$ cat src/rtl/armleocpu_defines.sv
// Shared RV32I decode constants: opcodes, instruction field bit ranges and the
// decode output register state type.
package armleocpu_defines;

    localparam logic [6:0] OPCODE_OP     = 7'b0110011;
    localparam logic [6:0] OPCODE_OP_IMM = 7'b0010011;

    localparam int OPCODE_LSB = 0;
    localparam int OPCODE_MSB = 6;
    localparam int RD_LSB     = 7;
    localparam int RD_MSB     = 11;
    localparam int FUNCT3_LSB = 12;
    localparam int FUNCT3_MSB = 14;
    localparam int RS1_LSB    = 15;
    localparam int RS1_MSB    = 19;
    localparam int RS2_LSB    = 20;
    localparam int RS2_MSB    = 24;
    localparam int FUNCT7_LSB = 25;
    localparam int FUNCT7_MSB = 31;
    localparam int IMM12_LSB  = 20;
    localparam int IMM12_MSB  = 31;

    typedef enum logic {
        D2E_EMPTY = 1'b0,
        D2E_FULL  = 1'b1
    } d2eState_t;

    function automatic logic [31:0] signExtend12(input logic [11:0] imm);
        return {{20{imm[11]}}, imm};
    endfunction

endpackage

$ cat src/rtl/armleocpu_decode_if.sv
// Fetch->decode, register-file, writeback and decode->execute signals of the decode stage.
// wb_data only exists when ARMLEOCPU_DECODE_BYPASS_EN is defined.
interface armleocpu_decode_if;

    logic        f2d_valid;
    logic        f2d_ready;
    logic [31:0] f2d_instr;
    logic [31:0] f2d_pc;

    logic [4:0]  rf_rs1_addr;
    logic [4:0]  rf_rs2_addr;
    logic [31:0] rf_rs1_data;
    logic [31:0] rf_rs2_data;

    logic        wb_valid;
    logic [4:0]  wb_rd;
`ifdef ARMLEOCPU_DECODE_BYPASS_EN
    logic [31:0] wb_data;
`endif

    logic        flush;

    logic        d2e_valid;
    logic        d2e_ready;
    logic [31:0] d2e_pc;
    logic        d2e_is_op;
    logic        d2e_is_op_imm;
    logic [2:0]  d2e_funct3;
    logic [6:0]  d2e_funct7;
    logic [4:0]  d2e_shamt;
    logic [31:0] d2e_rs1;
    logic [31:0] d2e_rs2;
    logic [31:0] d2e_simm12;
    logic [4:0]  d2e_rd;
    logic        d2e_illegal;

    // Decode side
    modport slave (
`ifdef ARMLEOCPU_DECODE_BYPASS_EN
        input  wb_data,
`endif
        input  f2d_valid, f2d_instr, f2d_pc,
        input  rf_rs1_data, rf_rs2_data,
        input  wb_valid, wb_rd, flush, d2e_ready,
        output f2d_ready, rf_rs1_addr, rf_rs2_addr,
        output d2e_valid, d2e_pc, d2e_is_op, d2e_is_op_imm, d2e_funct3, d2e_funct7,
        output d2e_shamt, d2e_rs1, d2e_rs2, d2e_simm12, d2e_rd, d2e_illegal
    );

    // Surrounding pipeline side
    modport master (
`ifdef ARMLEOCPU_DECODE_BYPASS_EN
        output wb_data,
`endif
        output f2d_valid, f2d_instr, f2d_pc,
        output rf_rs1_data, rf_rs2_data,
        output wb_valid, wb_rd, flush, d2e_ready,
        input  f2d_ready, rf_rs1_addr, rf_rs2_addr,
        input  d2e_valid, d2e_pc, d2e_is_op, d2e_is_op_imm, d2e_funct3, d2e_funct7,
        input  d2e_shamt, d2e_rs1, d2e_rs2, d2e_simm12, d2e_rd, d2e_illegal
    );

endinterface

$ cat src/rtl/armleocpu_scoreboard.sv
// 32-entry register busy scoreboard: set on issue, clear on writeback, flush clears all.
// A set and a clear of the same index in one cycle leave the bit set; x0 is never busy.
module armleocpu_scoreboard (
    input  logic       clk,
    input  logic       rst,
    input  logic       flush_i,
    input  logic       set_valid_i,
    input  logic [4:0] set_idx_i,
    input  logic       clr_valid_i,
    input  logic [4:0] clr_idx_i,
    input  logic [4:0] lookup_a_i,
    input  logic [4:0] lookup_b_i,
    output logic       busy_a_o,
    output logic       busy_b_o
);

    logic [31:0] busy_q;
    logic [31:0] busy_d;

    always_comb begin
        busy_d = busy_q;
        if (clr_valid_i) begin
            busy_d[clr_idx_i] = 1'b0;
        end
        if (set_valid_i) begin
            busy_d[set_idx_i] = 1'b1;
        end
        busy_d[0] = 1'b0;
    end

    // Flush takes priority so a writeback in the flush cycle has no effect
    always_ff @(posedge clk) begin
        if (rst || flush_i) begin
            busy_q <= '0;
        end else begin
            busy_q <= busy_d;
        end
    end

    assign busy_a_o = busy_q[lookup_a_i];
    assign busy_b_o = busy_q[lookup_b_i];

endmodule

$ cat src/rtl/armleocpu_decode.sv
// RV32I single-entry decode/issue stage with RAW scoreboard in front of the ALU.
// Optional writeback bypass enabled by defining ARMLEOCPU_DECODE_BYPASS_EN.
module armleocpu_decode
    import armleocpu_defines::*;
(
    input logic              clk,
    input logic              rst,
    armleocpu_decode_if.slave decodeBus
);

    logic [31:0] instr;
    logic [6:0]  opcode;
    logic [4:0]  rs1Idx;
    logic [4:0]  rs2Idx;
    logic [4:0]  rdIdx;
    logic        isOp;
    logic        isOpImm;
    logic        isLegal;
    logic        rs1Used;
    logic        rs2Used;
    logic        busyRs1;
    logic        busyRs2;
    logic        fwdRs1;
    logic        fwdRs2;
    logic [31:0] rs1Value;
    logic [31:0] rs2Value;
    logic        hazard;
    logic        canLoad;
    logic        accept;
    d2eState_t   state_q;

    assign instr   = decodeBus.f2d_instr;
    assign opcode  = instr[OPCODE_MSB:OPCODE_LSB];
    assign rs1Idx  = instr[RS1_MSB:RS1_LSB];
    assign rs2Idx  = instr[RS2_MSB:RS2_LSB];
    assign rdIdx   = instr[RD_MSB:RD_LSB];
    assign isOp    = (opcode == OPCODE_OP);
    assign isOpImm = (opcode == OPCODE_OP_IMM);
    assign isLegal = isOp || isOpImm;

    assign rs1Used = isLegal && (rs1Idx != 5'd0);
    assign rs2Used = isOp && (rs2Idx != 5'd0);

    assign decodeBus.rf_rs1_addr = rs1Idx;
    assign decodeBus.rf_rs2_addr = rs2Idx;

`ifdef ARMLEOCPU_DECODE_BYPASS_EN
    // Only a pending result being retired right now may be forwarded
    assign fwdRs1   = rs1Used && busyRs1 && decodeBus.wb_valid && (decodeBus.wb_rd == rs1Idx);
    assign fwdRs2   = rs2Used && busyRs2 && decodeBus.wb_valid && (decodeBus.wb_rd == rs2Idx);
    assign rs1Value = fwdRs1 ? decodeBus.wb_data : decodeBus.rf_rs1_data;
    assign rs2Value = fwdRs2 ? decodeBus.wb_data : decodeBus.rf_rs2_data;
`else
    assign fwdRs1   = 1'b0;
    assign fwdRs2   = 1'b0;
    assign rs1Value = decodeBus.rf_rs1_data;
    assign rs2Value = decodeBus.rf_rs2_data;
`endif

    assign hazard  = decodeBus.f2d_valid &&
                     ((rs1Used && busyRs1 && !fwdRs1) || (rs2Used && busyRs2 && !fwdRs2));
    assign canLoad = (state_q == D2E_EMPTY) || decodeBus.d2e_ready;

    assign decodeBus.f2d_ready = canLoad && !hazard && !decodeBus.flush;
    assign accept              = decodeBus.f2d_valid && decodeBus.f2d_ready;
    assign decodeBus.d2e_valid = (state_q == D2E_FULL);

    armleocpu_scoreboard scoreboard (
        .clk         (clk),
        .rst         (rst),
        .flush_i     (decodeBus.flush),
        .set_valid_i (accept && isLegal && (rdIdx != 5'd0)),
        .set_idx_i   (rdIdx),
        .clr_valid_i (decodeBus.wb_valid && (decodeBus.wb_rd != 5'd0)),
        .clr_idx_i   (decodeBus.wb_rd),
        .lookup_a_i  (rs1Idx),
        .lookup_b_i  (rs2Idx),
        .busy_a_o    (busyRs1),
        .busy_b_o    (busyRs2)
    );

    // Output register: payload only changes on accept, so it is stable while stalled
    always_ff @(posedge clk) begin
        if (rst) begin
            state_q                 <= D2E_EMPTY;
            decodeBus.d2e_pc        <= '0;
            decodeBus.d2e_is_op     <= 1'b0;
            decodeBus.d2e_is_op_imm <= 1'b0;
            decodeBus.d2e_funct3    <= '0;
            decodeBus.d2e_funct7    <= '0;
            decodeBus.d2e_shamt     <= '0;
            decodeBus.d2e_rs1       <= '0;
            decodeBus.d2e_rs2       <= '0;
            decodeBus.d2e_simm12    <= '0;
            decodeBus.d2e_rd        <= '0;
            decodeBus.d2e_illegal   <= 1'b0;
        end else if (decodeBus.flush) begin
            state_q <= D2E_EMPTY;
        end else if (accept) begin
            state_q                 <= D2E_FULL;
            decodeBus.d2e_pc        <= decodeBus.f2d_pc;
            decodeBus.d2e_is_op     <= isOp;
            decodeBus.d2e_is_op_imm <= isOpImm;
            decodeBus.d2e_funct3    <= instr[FUNCT3_MSB:FUNCT3_LSB];
            decodeBus.d2e_funct7    <= instr[FUNCT7_MSB:FUNCT7_LSB];
            decodeBus.d2e_shamt     <= instr[RS2_MSB:RS2_LSB];
            decodeBus.d2e_rs1       <= rs1Value;
            decodeBus.d2e_rs2       <= rs2Value;
            decodeBus.d2e_simm12    <= signExtend12(instr[IMM12_MSB:IMM12_LSB]);
            decodeBus.d2e_rd        <= rdIdx;
            decodeBus.d2e_illegal   <= !isLegal;
        end else if (decodeBus.d2e_ready) begin
            state_q <= D2E_EMPTY;
        end
    end

endmodule

$ cat src/flat_wrapper.sv
// flat-port wrapper written by rule: the top's interface ports become plain ports
module armleocpu_decode_flat import armleocpu_defines::*;
  (clk, rst, decodeBus_f2d_valid, decodeBus_f2d_instr, decodeBus_f2d_pc, decodeBus_rf_rs1_data, decodeBus_rf_rs2_data, decodeBus_wb_valid, decodeBus_wb_rd, decodeBus_flush, decodeBus_d2e_ready, decodeBus_f2d_ready, decodeBus_rf_rs1_addr, decodeBus_rf_rs2_addr, decodeBus_d2e_valid, decodeBus_d2e_pc, decodeBus_d2e_is_op, decodeBus_d2e_is_op_imm, decodeBus_d2e_funct3, decodeBus_d2e_funct7, decodeBus_d2e_shamt, decodeBus_d2e_rs1, decodeBus_d2e_rs2, decodeBus_d2e_simm12, decodeBus_d2e_rd, decodeBus_d2e_illegal);
  armleocpu_decode_if decodeBus_i ();
  input logic clk;
  input logic rst;
  input wire logic [$bits(decodeBus_i.f2d_valid)-1:0] decodeBus_f2d_valid;
  input wire logic [$bits(decodeBus_i.f2d_instr)-1:0] decodeBus_f2d_instr;
  input wire logic [$bits(decodeBus_i.f2d_pc)-1:0] decodeBus_f2d_pc;
  input wire logic [$bits(decodeBus_i.rf_rs1_data)-1:0] decodeBus_rf_rs1_data;
  input wire logic [$bits(decodeBus_i.rf_rs2_data)-1:0] decodeBus_rf_rs2_data;
  input wire logic [$bits(decodeBus_i.wb_valid)-1:0] decodeBus_wb_valid;
  input wire logic [$bits(decodeBus_i.wb_rd)-1:0] decodeBus_wb_rd;
  input wire logic [$bits(decodeBus_i.flush)-1:0] decodeBus_flush;
  input wire logic [$bits(decodeBus_i.d2e_ready)-1:0] decodeBus_d2e_ready;
  output wire logic [$bits(decodeBus_i.f2d_ready)-1:0] decodeBus_f2d_ready;
  output wire logic [$bits(decodeBus_i.rf_rs1_addr)-1:0] decodeBus_rf_rs1_addr;
  output wire logic [$bits(decodeBus_i.rf_rs2_addr)-1:0] decodeBus_rf_rs2_addr;
  output wire logic [$bits(decodeBus_i.d2e_valid)-1:0] decodeBus_d2e_valid;
  output wire logic [$bits(decodeBus_i.d2e_pc)-1:0] decodeBus_d2e_pc;
  output wire logic [$bits(decodeBus_i.d2e_is_op)-1:0] decodeBus_d2e_is_op;
  output wire logic [$bits(decodeBus_i.d2e_is_op_imm)-1:0] decodeBus_d2e_is_op_imm;
  output wire logic [$bits(decodeBus_i.d2e_funct3)-1:0] decodeBus_d2e_funct3;
  output wire logic [$bits(decodeBus_i.d2e_funct7)-1:0] decodeBus_d2e_funct7;
  output wire logic [$bits(decodeBus_i.d2e_shamt)-1:0] decodeBus_d2e_shamt;
  output wire logic [$bits(decodeBus_i.d2e_rs1)-1:0] decodeBus_d2e_rs1;
  output wire logic [$bits(decodeBus_i.d2e_rs2)-1:0] decodeBus_d2e_rs2;
  output wire logic [$bits(decodeBus_i.d2e_simm12)-1:0] decodeBus_d2e_simm12;
  output wire logic [$bits(decodeBus_i.d2e_rd)-1:0] decodeBus_d2e_rd;
  output wire logic [$bits(decodeBus_i.d2e_illegal)-1:0] decodeBus_d2e_illegal;
  assign decodeBus_i.f2d_valid = decodeBus_f2d_valid;
  assign decodeBus_i.f2d_instr = decodeBus_f2d_instr;
  assign decodeBus_i.f2d_pc = decodeBus_f2d_pc;
  assign decodeBus_i.rf_rs1_data = decodeBus_rf_rs1_data;
  assign decodeBus_i.rf_rs2_data = decodeBus_rf_rs2_data;
  assign decodeBus_i.wb_valid = decodeBus_wb_valid;
  assign decodeBus_i.wb_rd = decodeBus_wb_rd;
  assign decodeBus_i.flush = decodeBus_flush;
  assign decodeBus_i.d2e_ready = decodeBus_d2e_ready;
  assign decodeBus_f2d_ready = decodeBus_i.f2d_ready;
  assign decodeBus_rf_rs1_addr = decodeBus_i.rf_rs1_addr;
  assign decodeBus_rf_rs2_addr = decodeBus_i.rf_rs2_addr;
  assign decodeBus_d2e_valid = decodeBus_i.d2e_valid;
  assign decodeBus_d2e_pc = decodeBus_i.d2e_pc;
  assign decodeBus_d2e_is_op = decodeBus_i.d2e_is_op;
  assign decodeBus_d2e_is_op_imm = decodeBus_i.d2e_is_op_imm;
  assign decodeBus_d2e_funct3 = decodeBus_i.d2e_funct3;
  assign decodeBus_d2e_funct7 = decodeBus_i.d2e_funct7;
  assign decodeBus_d2e_shamt = decodeBus_i.d2e_shamt;
  assign decodeBus_d2e_rs1 = decodeBus_i.d2e_rs1;
  assign decodeBus_d2e_rs2 = decodeBus_i.d2e_rs2;
  assign decodeBus_d2e_simm12 = decodeBus_i.d2e_simm12;
  assign decodeBus_d2e_rd = decodeBus_i.d2e_rd;
  assign decodeBus_d2e_illegal = decodeBus_i.d2e_illegal;
  armleocpu_decode u_core (.clk(clk), .rst(rst), .decodeBus(decodeBus_i));
endmodule
$ cat config.mk
export PLATFORM = sky130hd
export DESIGN_NAME = armleocpu_decode_flat
export DESIGN_NICKNAME = d
export VERILOG_FILES = /design/src/rtl/armleocpu_defines.sv /design/src/rtl/armleocpu_decode_if.sv /design/src/rtl/armleocpu_scoreboard.sv /design/src/rtl/armleocpu_decode.sv /design/src/flat_wrapper.sv
export SDC_FILE = /design/constraint.sdc
export NUM_CORES = 1
export LEC_CHECK = 0
export ABC_AREA = 1
export BUFFER_PORTS_ARGS = -buffer_cell sky130_fd_sc_hd__buf_2
export CORE_UTILIZATION = 51
export DETAILED_ROUTE_END_ITERATION = 10
export PLACE_DENSITY = 0.86
export SLEW_MARGIN = 10
export SYNTH_ARGS = -nofsm -noshare
export SYNTH_HDL_FRONTEND = slang
export SYNTH_SLANG_ARGS = --single-unit
$ cat constraint.sdc
create_clock -name clk -period 3.65 [get_ports clk]
set_clock_uncertainty 0.2 [all_clocks]
set_input_delay 0.73 -clock clk [delete_from_list [all_inputs] [get_ports clk]]
set_output_delay 0.73 -clock clk [all_outputs]
set_load 0.05 [all_outputs]
Word-level counts from Yosys, hierarchy flattened
Index checks and enable logic that the tools add are counted.
{ "word_totals": {"regBits": 164, "output_inout_bits": 163} }
{ "op_classes": {"order_cmp": 6, "n_eq_ne": 2, "muxes": 12, "bitwise_logic": 5, "n_reduce_logical": 27} }
{ "op_table": {"columns": ["operator", "count"], "rows": [
  ["two-way mux 32 bit", 2],
  ["AND 32 bit", 1],
  ["inverter 32 bit", 1],
  ["bitwise OR 32 bit", 1],
  ["less-than comparator 5 x 6 -> 1 bit (second input constant)", 4],
  ["nonzero test 5 bit", 4],
  ["logical AND 1 bit", 13],
  ["binary-select mux 1 bit (select 5 bit)", 2],
  ["demux 1 bit (select 5 bit)", 2],
  ["greater-or-equal comparator 5 x 1 -> 1 bit (second input constant)", 2],
  ["== test 7 x 5 -> 1 bit (second input constant)", 1],
  ["== test 7 x 6 -> 1 bit (second input constant)", 1],
  ["two-way mux 1 bit", 6],
  ["logical OR 1 bit", 4],
  ["logical NOT 1 bit", 3],
  ["inverter 1 bit", 2],
  ["AND reduction 2 bit", 1],
  ["nonzero test 2 bit", 1],
  ["OR reduction 2 bit", 1]
]} }

Longest topological paths before layout
Gate-level depths: netlist of run 1.
{ "depth": {"depth_word": 13, "mapped_depth": 15} }

By module
Synthesis of run 1 repeated with hierarchy kept, for this count alone.
{ "hier_totals": {"cells_unflattened": 1150, "area_unflattened_um2": 7363.3} }
{ "modules_own_cells": {"columns": ["module", "instances", "cells_each", "area_each_um2", "seq_area_each_um2"], "rows": [
  ["armleocpu_decode", 1, 830, 5366.4, 2402.3],
  ["armleocpu_scoreboard", 1, 320, 1996.9, 620.6]
]} }

Least setup slack after synthesis of run 1
No wires, ideal clock.
{ "synth_timing": {"path_kind": "input to output", "start": "input decodeBus_f2d_instr[15]", "end": "output decodeBus_f2d_ready", "arrival_time_ns": 2.674, "t_required_ns": 2.720, "slack_ns": 0.046, "cell_stages": 9, "path_cell_list": "buf_2 -> buf_2 -> o211ai_1 -> nand3_1 -> nand3_1 -> nand3_1 -> nand3_1 -> nand2_1 -> a21boi_0"} }
{ "synth_via": {"elab_chain_len": 8, "word_cells_on_any_way": 10, "cone_classes": "2 x mux; 8 x reduce/logical"} }
{ "synth_rtl": {"columns": ["element", "line_no", "rtl"], "rows": [
  ["start: declaration", "flat_wrapper.sv:8", "input wire logic [$bits(decodeBus_i.f2d_instr)-1:0] decodeBus_f2d_instr;"],
  ["binary-select mux 1 bit (select 5 bit) / nonzero test 5 bit (equally long branches)", "armleocpu_scoreboard.sv:40, armleocpu_decode.sv:41", null],
  ["two-way mux 1 bit (not written as such) / logical AND 1 bit (equally long branches)", "armleocpu_scoreboard.sv:40, armleocpu_decode.sv:41", null],
  ["logical AND 1 bit (*)", "armleocpu_decode.sv:61", "((rs1Used && busyRs1 && !fwdRs1) || (rs2Used && busyRs2 && !fwdRs2));"],
  ["logical OR 1 bit (*)", "armleocpu_decode.sv:61", null],
  ["logical AND 1 bit (*)", "armleocpu_decode.sv:60", "assign hazard = decodeBus.f2d_valid &&"],
  ["logical NOT 1 bit (*)", "armleocpu_decode.sv:64", "assign decodeBus.f2d_ready = canLoad && !hazard && !decodeBus.flush;"],
  ["logical AND 1 bit (*) (2 in series)", "armleocpu_decode.sv:64", null],
  ["end: declaration", "flat_wrapper.sv:16", "output wire logic [$bits(decodeBus_i.f2d_ready)-1:0] decodeBus_f2d_ready;"]
]} }
Mark *: on every way between the ends. The rest lies on a longest branch, timed or not. The select of a mux whose other input is x is not followed.

Worst setup path after layout of run 1
{ "layout_timing": {"start": "input decodeBus_f2d_instr[20]", "end": "output decodeBus_f2d_ready"} }
{ "layout_via": {"elab_chain_len": 8, "word_cells_on_any_way": 10, "cone_classes": "2 x mux; 8 x reduce/logical"} }
{ "layout_rtl": {"columns": ["element", "line_no"], "rows": [
  ["binary-select mux 1 bit (select 5 bit) / nonzero test 5 bit (equally long branches)", "armleocpu_scoreboard.sv:41, armleocpu_decode.sv:42"],
  ["two-way mux 1 bit (not written as such) / logical AND 1 bit (equally long branches)", "armleocpu_scoreboard.sv:41, armleocpu_decode.sv:42"],
  ["logical AND 1 bit (*)", "armleocpu_decode.sv:61"],
  ["logical OR 1 bit (*)", "armleocpu_decode.sv:61"],
  ["logical AND 1 bit (*)", "armleocpu_decode.sv:60"],
  ["logical NOT 1 bit (*)", "armleocpu_decode.sv:64"],
  ["logical AND 1 bit (*) (2 in series)", "armleocpu_decode.sv:64"]
]} }
Marked as above.

==> results of run 1 <==
worst paths after layout:
| check | to | cells past startpoint | from | slack, ns |
|---|---|---|---|---|
| worst max register to register | u_core.scoreboard.busy_q[2] | 10 | u_core.scoreboard.busy_q[12] | 1.18 |
| worst min register to register | u_core.decodeBus.d2e_rs2[27] | 2 | u_core.decodeBus.d2e_rs2[27] | 0.24 |
| worst max-delay path | decodeBus_f2d_ready | 13 | decodeBus_f2d_instr[20] | 0.46 |
| worst min-delay path | u_core.decodeBus.d2e_rs2[27] | 2 | u_core.decodeBus.d2e_rs2[27] | 0.24 |
cell usage after synthesis, types with 2 or more instances:
library cell,n,share of area
inv_1,159,0.088
a21oi_1,153,0.11
dfxtp_1,151,0.45
o21ai_0,133,0.098
nand2_1,85,0.047
nand3_1,83,0.061
buf_4,49,0.054
nor2_1,35,0.019
clkbuf_1,23,0.013
buf_2,16,0.012
nor3_1,14,0.010
o211ai_1,9,0.010
nor4_1,6,0.0055
buf_6,4,0.0067
buf_1,3,0.0017
inv_2,3,0.0017
or2_2,2,0.0018
area by class of cell:
cell class / instances / area (um2) / share of cell area
Clock buffer: 21 / 450 / 0.0526
Clock inverter: 11 / 100 / 0.0117
Inverter: 162 / 608 / 0.0711
Multi-Input combinational cell: 526 / 2560 / 0.299
Sequential cell: 151 / 3020 / 0.353
Tap cell: 172 / 215 / 0.0251
Timing Repair Buffer: 307 / 1600 / 0.187
kinds of logic (layout without fill, tap and decap cells):
group / Yosys count / count (layout) / share of synthesized area
flip-flops: 151 / 151 / 0.446
buffers and inverters: 257 / 501 / 0.177
AND/OR/NAND/NOR: 228 / 228 / 0.152
AO/OA/AOI/OAI: 298 / 298 / 0.225
sequential cells by signal, summed over array words and instances, names as in the netlist:
name and flops:
u_core.decodeBus.d2e_funct3 3, u_core.decodeBus.d2e_funct7 1, u_core.decodeBus.d2e_illegal 1, u_core.decodeBus.d2e_is_op 1, u_core.decodeBus.d2e_is_op_imm 1, u_core.decodeBus.d2e_pc 32
u_core.decodeBus.d2e_rd 5, u_core.decodeBus.d2e_rs1 32, u_core.decodeBus.d2e_rs2 32, u_core.decodeBus.d2e_simm12 11, u_core.decodeBus.d2e_valid 1, u_core.scoreboard.busy_q 31
routing by layer:
layer / wire, um / GRT usage / part of all wire / vias to the layer above
met5: 13 / 0 / 0.00068 / -
met4: 459 / 0.112 / 0.024 / 2
met3: 1780 / 0.0984 / 0.093 / 37
met2: 9220 / 0.464 / 0.48 / 321
met1: 7780 / 0.322 / 0.40 / 3033
li1: - / - / - / 3457
per-stage QoR:
step / power [mW] / instance area (um2)
after global routing: 4.51 / 8560
after detailed placement: 2.71 / 8010
final: 4.33 / 8560
after CTS: 4.35 / 8560
after global placement: 2.70 / 8010
after floorplan: 2.50 / 6770
worst min-delay path: stages, from the launching register on:
cell	delay (ns)
dfxtp_1	0.30
inv_1	0.04
a21oi_1	0.05
power by group:
group	internal, mW	total [mW]	switching (mW)
combinational	0.217	0.899	0.682
clock	0.957	1.65	0.693
sequential	1.74	1.78	0.0464
==> impl_metrics.yaml, run 1 <==
floorplanning:
  die_h_um: 117
  io_pins: 302
  coreArea_um2: 12800
  start_util: 0.530
  dieArea_um2: 13700
  dieWidth_um: 117
  rows: 41
timing:
  fmax_ghz: 0.313
  rsz0062_at_grt: "false"
  tightest_slew_ns: 0.727
  hold_violations: 0
  hold_slack_ns: 0.238
  setup_viol: 0
  fin_crit_sh: 0.875
  maxSlewHeadroom: 0.514
  fin_ws_ns: 0.455
  final_max_slew_viol_count: 0
  period_needed_ns: 3.19
  finalSetupTns_ns: 0
critical_path:
  critPathArrivalTime_ns: 2.26
  cp_common_cell: "nand2_1"
  critical_path.top_delay_family: "buffers and inverters"
  path_cells: "buf_2, inv_2, nand2_1, nand3_1, nand2_1, nand2_1, nand2_1, nor2_1, nand2_1, nand3_2, nand2_1, a21boi_0, buf_2"
  crit_buf_inv: 3
  end_kind: "primary output"
  cp_slowest_stage_delay_ns: 0.29
  critPathLaunchType: "primary input"
  cp_slowest_cell: "buf_2"
  critPathMaxFanout: 25
  crit_type: "in2out"
  worstPathRequired_ns: 2.72
drt:
  vias_per_cell: 5.07
  routed_wl_um: 19300
  vias: 6850
  route.detailed.drc: 0
  firstDrtPassIters: 6
  first_iter_violations: 463
  drtAntennaViolNets: 0
  wl_per_cell_um: 14.3
clock_tree:
  cts_tree: "yes"
  cts.path.max_buffers: 2
  worstSkewPairLatency_ns: 0.41
  cts_made_buffers: 17
  holdBufCountCts: 0
  clk_pin_slew_ns: 0.06
  htreeDepth: 4
  root_buffer: "clkbuf_16"
  cts_resized: 0
  cts_setup_buffers: 0
  cts_sinks: 151
logic_synthesis:
  synth_cell_types: 23
  synth_ff_type: "dfxtp_1"
  async_reset_ff_frac: 0
  synth_edf_count: 0
  ys_ff_latch: 151
  avgSynthCellArea_um2: 7.25
  yosysSeqAreaShare: 0.446
  synth_area_um2: 6770
  synth_cells: 934
  yosysWarnings: 0
  syn_nets: 1073
grt:
  gr-total-overflow: 0
  track_usage: 0.277
  first_global_vias: 5986
  antenna_found_initial: 1
  grt_max_degree: 79
  grt_pass1_wl_um: 28900
finish:
  syn_to_final_growth_pct: 26.4
  fin_cells: 1350
  layout-drive-gt1-share: 0.293
  utilization: 0.670
  antennaDiodeCount: 0
  finalNetCount: 1304
  num-fill-cells: 1056
  final_cell_mix: "buf_2 (301), inv_1 (158), a21oi_1 (153)"
  layout_commonest_cell: "buf_2"
placed_design:
  io_buffers: 301
  place_ws_ns: 0.504
  dp_hpwl_um: 14300
  numPlacedInstances: 1318
  routabilityCongestion: 0.916
power:
  peakVddDrop_mv: 0.397
  power_leakage_nw: 4.05
  p_per_area_nw_per_um2: 506
job:
  cap_violations: 0
run_status:
  run_status: "finished clean"
min_path:
  hp-class: "reg2reg"
(Power assumes the default switching activity.)
==> run 2: changes to the inputs <==
--- a/config.mk
+++ b/config.mk
@@ -5,11 +5,12 @@
 export SDC_FILE = /design/constraint.sdc
 export NUM_CORES = 1
 export LEC_CHECK = 0
-export ABC_AREA = 1
 export BUFFER_PORTS_ARGS = -buffer_cell sky130_fd_sc_hd__buf_2
-export CORE_UTILIZATION = 51
+export CELL_PAD_IN_SITES_DETAIL_PLACEMENT = 0
+export CELL_PAD_IN_SITES_GLOBAL_PLACEMENT = 1
+export CORE_UTILIZATION = 36
 export DETAILED_ROUTE_END_ITERATION = 10
-export PLACE_DENSITY = 0.86
+export PLACE_DENSITY_LB_ADDON = 0.1
 export SLEW_MARGIN = 10
 export SYNTH_ARGS = -nofsm -noshare
 export SYNTH_HDL_FRONTEND = slang
==> impl_metrics.yaml, run 2 <==
drt:
  top_layer_used: "met4"
  dr_wl_met3_um: 1480
  route.detailed.drc: 0
  routed_wl_um: 23300
  wl_per_cell_um: 18.4
  drtAntennaViolNets: 0
  firstDrtPassIters: 5
  vias_per_cell: 5.41
  vias: 6856
  first_iter_violations: 462
  met2_length_um: 11000
  wl_met1_um: 10400
critical_path:
  worstReg2RegEnd: "u_core.decodeBus.d2e_pc[29]"
  cp_slowest_cell: "mux4_2"
  crit_buf_inv: 2
  critical_path.top_delay_family: "compound AO/OA/AOI/OAI gates"
  rrSetupSlack_ns: 1.02
  path_cells: "clkbuf_4, mux4_2, nand3b_1, a41oi_1, o21ai_4, nand2_1, a21boi_2, clkbuf_4"
  crit_type: "in2out"
  end_kind: "primary output"
  cp_slowest_stage_delay_ns: 0.51
  cp_common_cell: "clkbuf_4"
  critPathMaxFanout: 9
  worstPathRequired_ns: 2.72
  reg2regPathDepth: 8
  regToRegStartpoint: "u_core.scoreboard.busy_q[14]"
  critPathArrivalTime_ns: 2.60
  critPathLaunchType: "primary input"
min_path:
  hp-class: "reg2reg"
  whs_path_depth: 2
  hp-start: "u_core.decodeBus.d2e_is_op"
  whs_endpoint: "u_core.decodeBus.d2e_is_op"
power:
  peakVddDrop_mv: 0.300
  power_leakage_nw: 3.71
  p_per_area_nw_per_um2: 466
floorplanning:
  dieWidth_um: 140
  dieArea_um2: 19600
  io_pins: 302
  rows: 50
  die_h_um: 140
  start_util: 0.366
  coreArea_um2: 18700
finish:
  num-fill-cells: 1902
  finalNetCount: 1157
  layout-drive-gt1-share: 0.362
  final_cell_mix: "buf_2 (298), dfxtp_1 (151), nand3_1 (128)"
  regArea_um2: 3020
  multi_input_area_um2: 3150
  syn_to_final_growth_pct: 28.3
  layout_commonest_cell: "buf_2"
  top_regs: "u_core.decodeBus.d2e_pc (32), u_core.decodeBus.d2e_rs1 (32), u_core.decodeBus.d2e_rs2 (32)"
  fin_cells: 1267
timing:
  fmax_ghz: 0.283
  rsz0062_at_grt: "false"
  tightest_slew_ns: 0.642
  setup_viol: 0
  finalSetupTns_ns: 0
  hold_slack_ns: 0.265
  hold_violations: 0
  fin_crit_sh: 0.967
  maxSlewHeadroom: 0.572
  final_max_slew_viol_count: 0
  period_needed_ns: 3.53
clock_tree:
  clk_pin_slew_ns: 0.06
  cts_made_buffers: 17
  htreeDepth: 4
  cts_tree: "yes"
  holdBufCountCts: 0
  root_buffer: "clkbuf_16"
  cts_sinks: 151
  cts.path.max_buffers: 2
  worstSkewPairLatency_ns: 0.42
logic_synthesis:
  syn_nets: 943
  synth_cell_types: 44
  yosysTopAreaCell: "dfxtp_1"
  avgSynthCellArea_um2: 8.52
  synth_area_leaders: "dfxtp_1 (44%), nand3_1 (9.3%), o21ai_0 (8.6%), a21oi_1 (8.5%), buf_4 (5.0%)"
  synth_edf_count: 0
  synth_cells: 804
  async_reset_ff_frac: 0
  synth.top_cell.area_share: 0.441
  synthMostInstantiatedCell: "dfxtp_1"
  yosysSeqAreaShare: 0.441
  synth_area_um2: 6850
  synth_ff_type: "dfxtp_1"
  ys_ff_latch: 151
  ys_top_cells_by_count: "dfxtp_1 (151), nand3_1 (128), o21ai_0 (118), a21oi_1 (117), clkbuf_1 (52)"
  yosysWarnings: 0
grt:
  gr-total-overflow: 0
  grt_max_degree: 119
  antenna_found_initial: 1
  first_global_vias: 6334
  grt_pass1_wl_um: 36200
  track_usage: 0.234
job:
  cap_violations: 0
run_status:
  run_status: "finished clean"
placed_design:
  numPlacedInstances: 1233
  dp_hpwl_um: 15600
  routabilityCongestion: 0.810
  io_buffers: 301
==> run 2: cell count changes in the layout (fill, tap and decap cells not counted), moves of 26 or more <==
cell,delta
inv_1,-154
a21oi_1,-36
nand3_1,+45
nand2_1,-65
nor2_1,-26
o31ai_1,+31
==> run 2: worst max-delay path by stage <==
stage / startpoint / to / slack (ns) / cells after the start
floorplan: decodeBus_f2d_instr[20] / decodeBus_f2d_ready / 0.002 / 9
global placement: decodeBus_f2d_instr[21] / decodeBus_f2d_ready / 0.08 / 8
detailed placement: decodeBus_f2d_instr[21] / decodeBus_f2d_ready / 0.05 / 8
CTS: decodeBus_f2d_instr[21] / decodeBus_f2d_ready / 0.05 / 8
global route: decodeBus_f2d_instr[21] / decodeBus_f2d_ready / 0.03 / 8
finish: decodeBus_f2d_instr[21] / decodeBus_f2d_ready / 0.12 / 8
==> run 2: routing by layer <==
layer	vias to the layer above	track usage
li1	3339	-
met1	3252	0.308
met2	233	0.372
met3	32	0.0581
met4	0	0.0816
met5	-	0
==> run 2: where the power goes <==
part           total [mW]  switching [mW]  internal (mW)
clock                1.65           0.751          0.902
combinational       0.706           0.518          0.188
sequential           1.74          0.0283           1.71
==> run 2: cell families (layout without fill, tap and decap cells) <==
group	after synthesis	after routing	share of synthesized area
other cells	0	2	0
mux	19	19	0.0506
buf+inv	129	356	0.106
flops	151	151	0.441
compound gates	314	314	0.261
simple gates	191	191	0.142
==> run 2: worst min-delay path, cell delays in order, from the launching register on <==
cell and delay, ns:
dfxtp_1 0.31, nand2b_1 0.06, o21ai_1 0.05
==> run 2: layout make-up <==
cell class	instances	area share
Tap cell	234	0.0333
Sequential cell	151	0.344
Antenna cell	2	0.000569
Multi-Input combinational cell	524	0.358
Clock inverter	14	0.0129
Inverter	4	0.00171
Timing Repair Buffer	320	0.200
Clock buffer	18	0.0499
==> run 2: through the flow <==
stage,setup slack [ns],util,power (mW),area (um2)
after floorplan,0.00154,-,2.29,6860
after global placement,0.0844,0.440,2.48,8230
after detailed placement,0.0506,0.440,2.48,8230
after CTS,0.0524,0.470,4.15,8790
after global routing,0.0298,0.470,4.26,8790
final,0.122,0.470,4.10,8800
==> run 2: repair_timing <==
| action | CTS | global route |
|---|---|---|
| gates resized for setup | 0 | 2 |
| setup buffers | 0 | 0 |
| endpoints found under the setup margin | 0 | 1 |
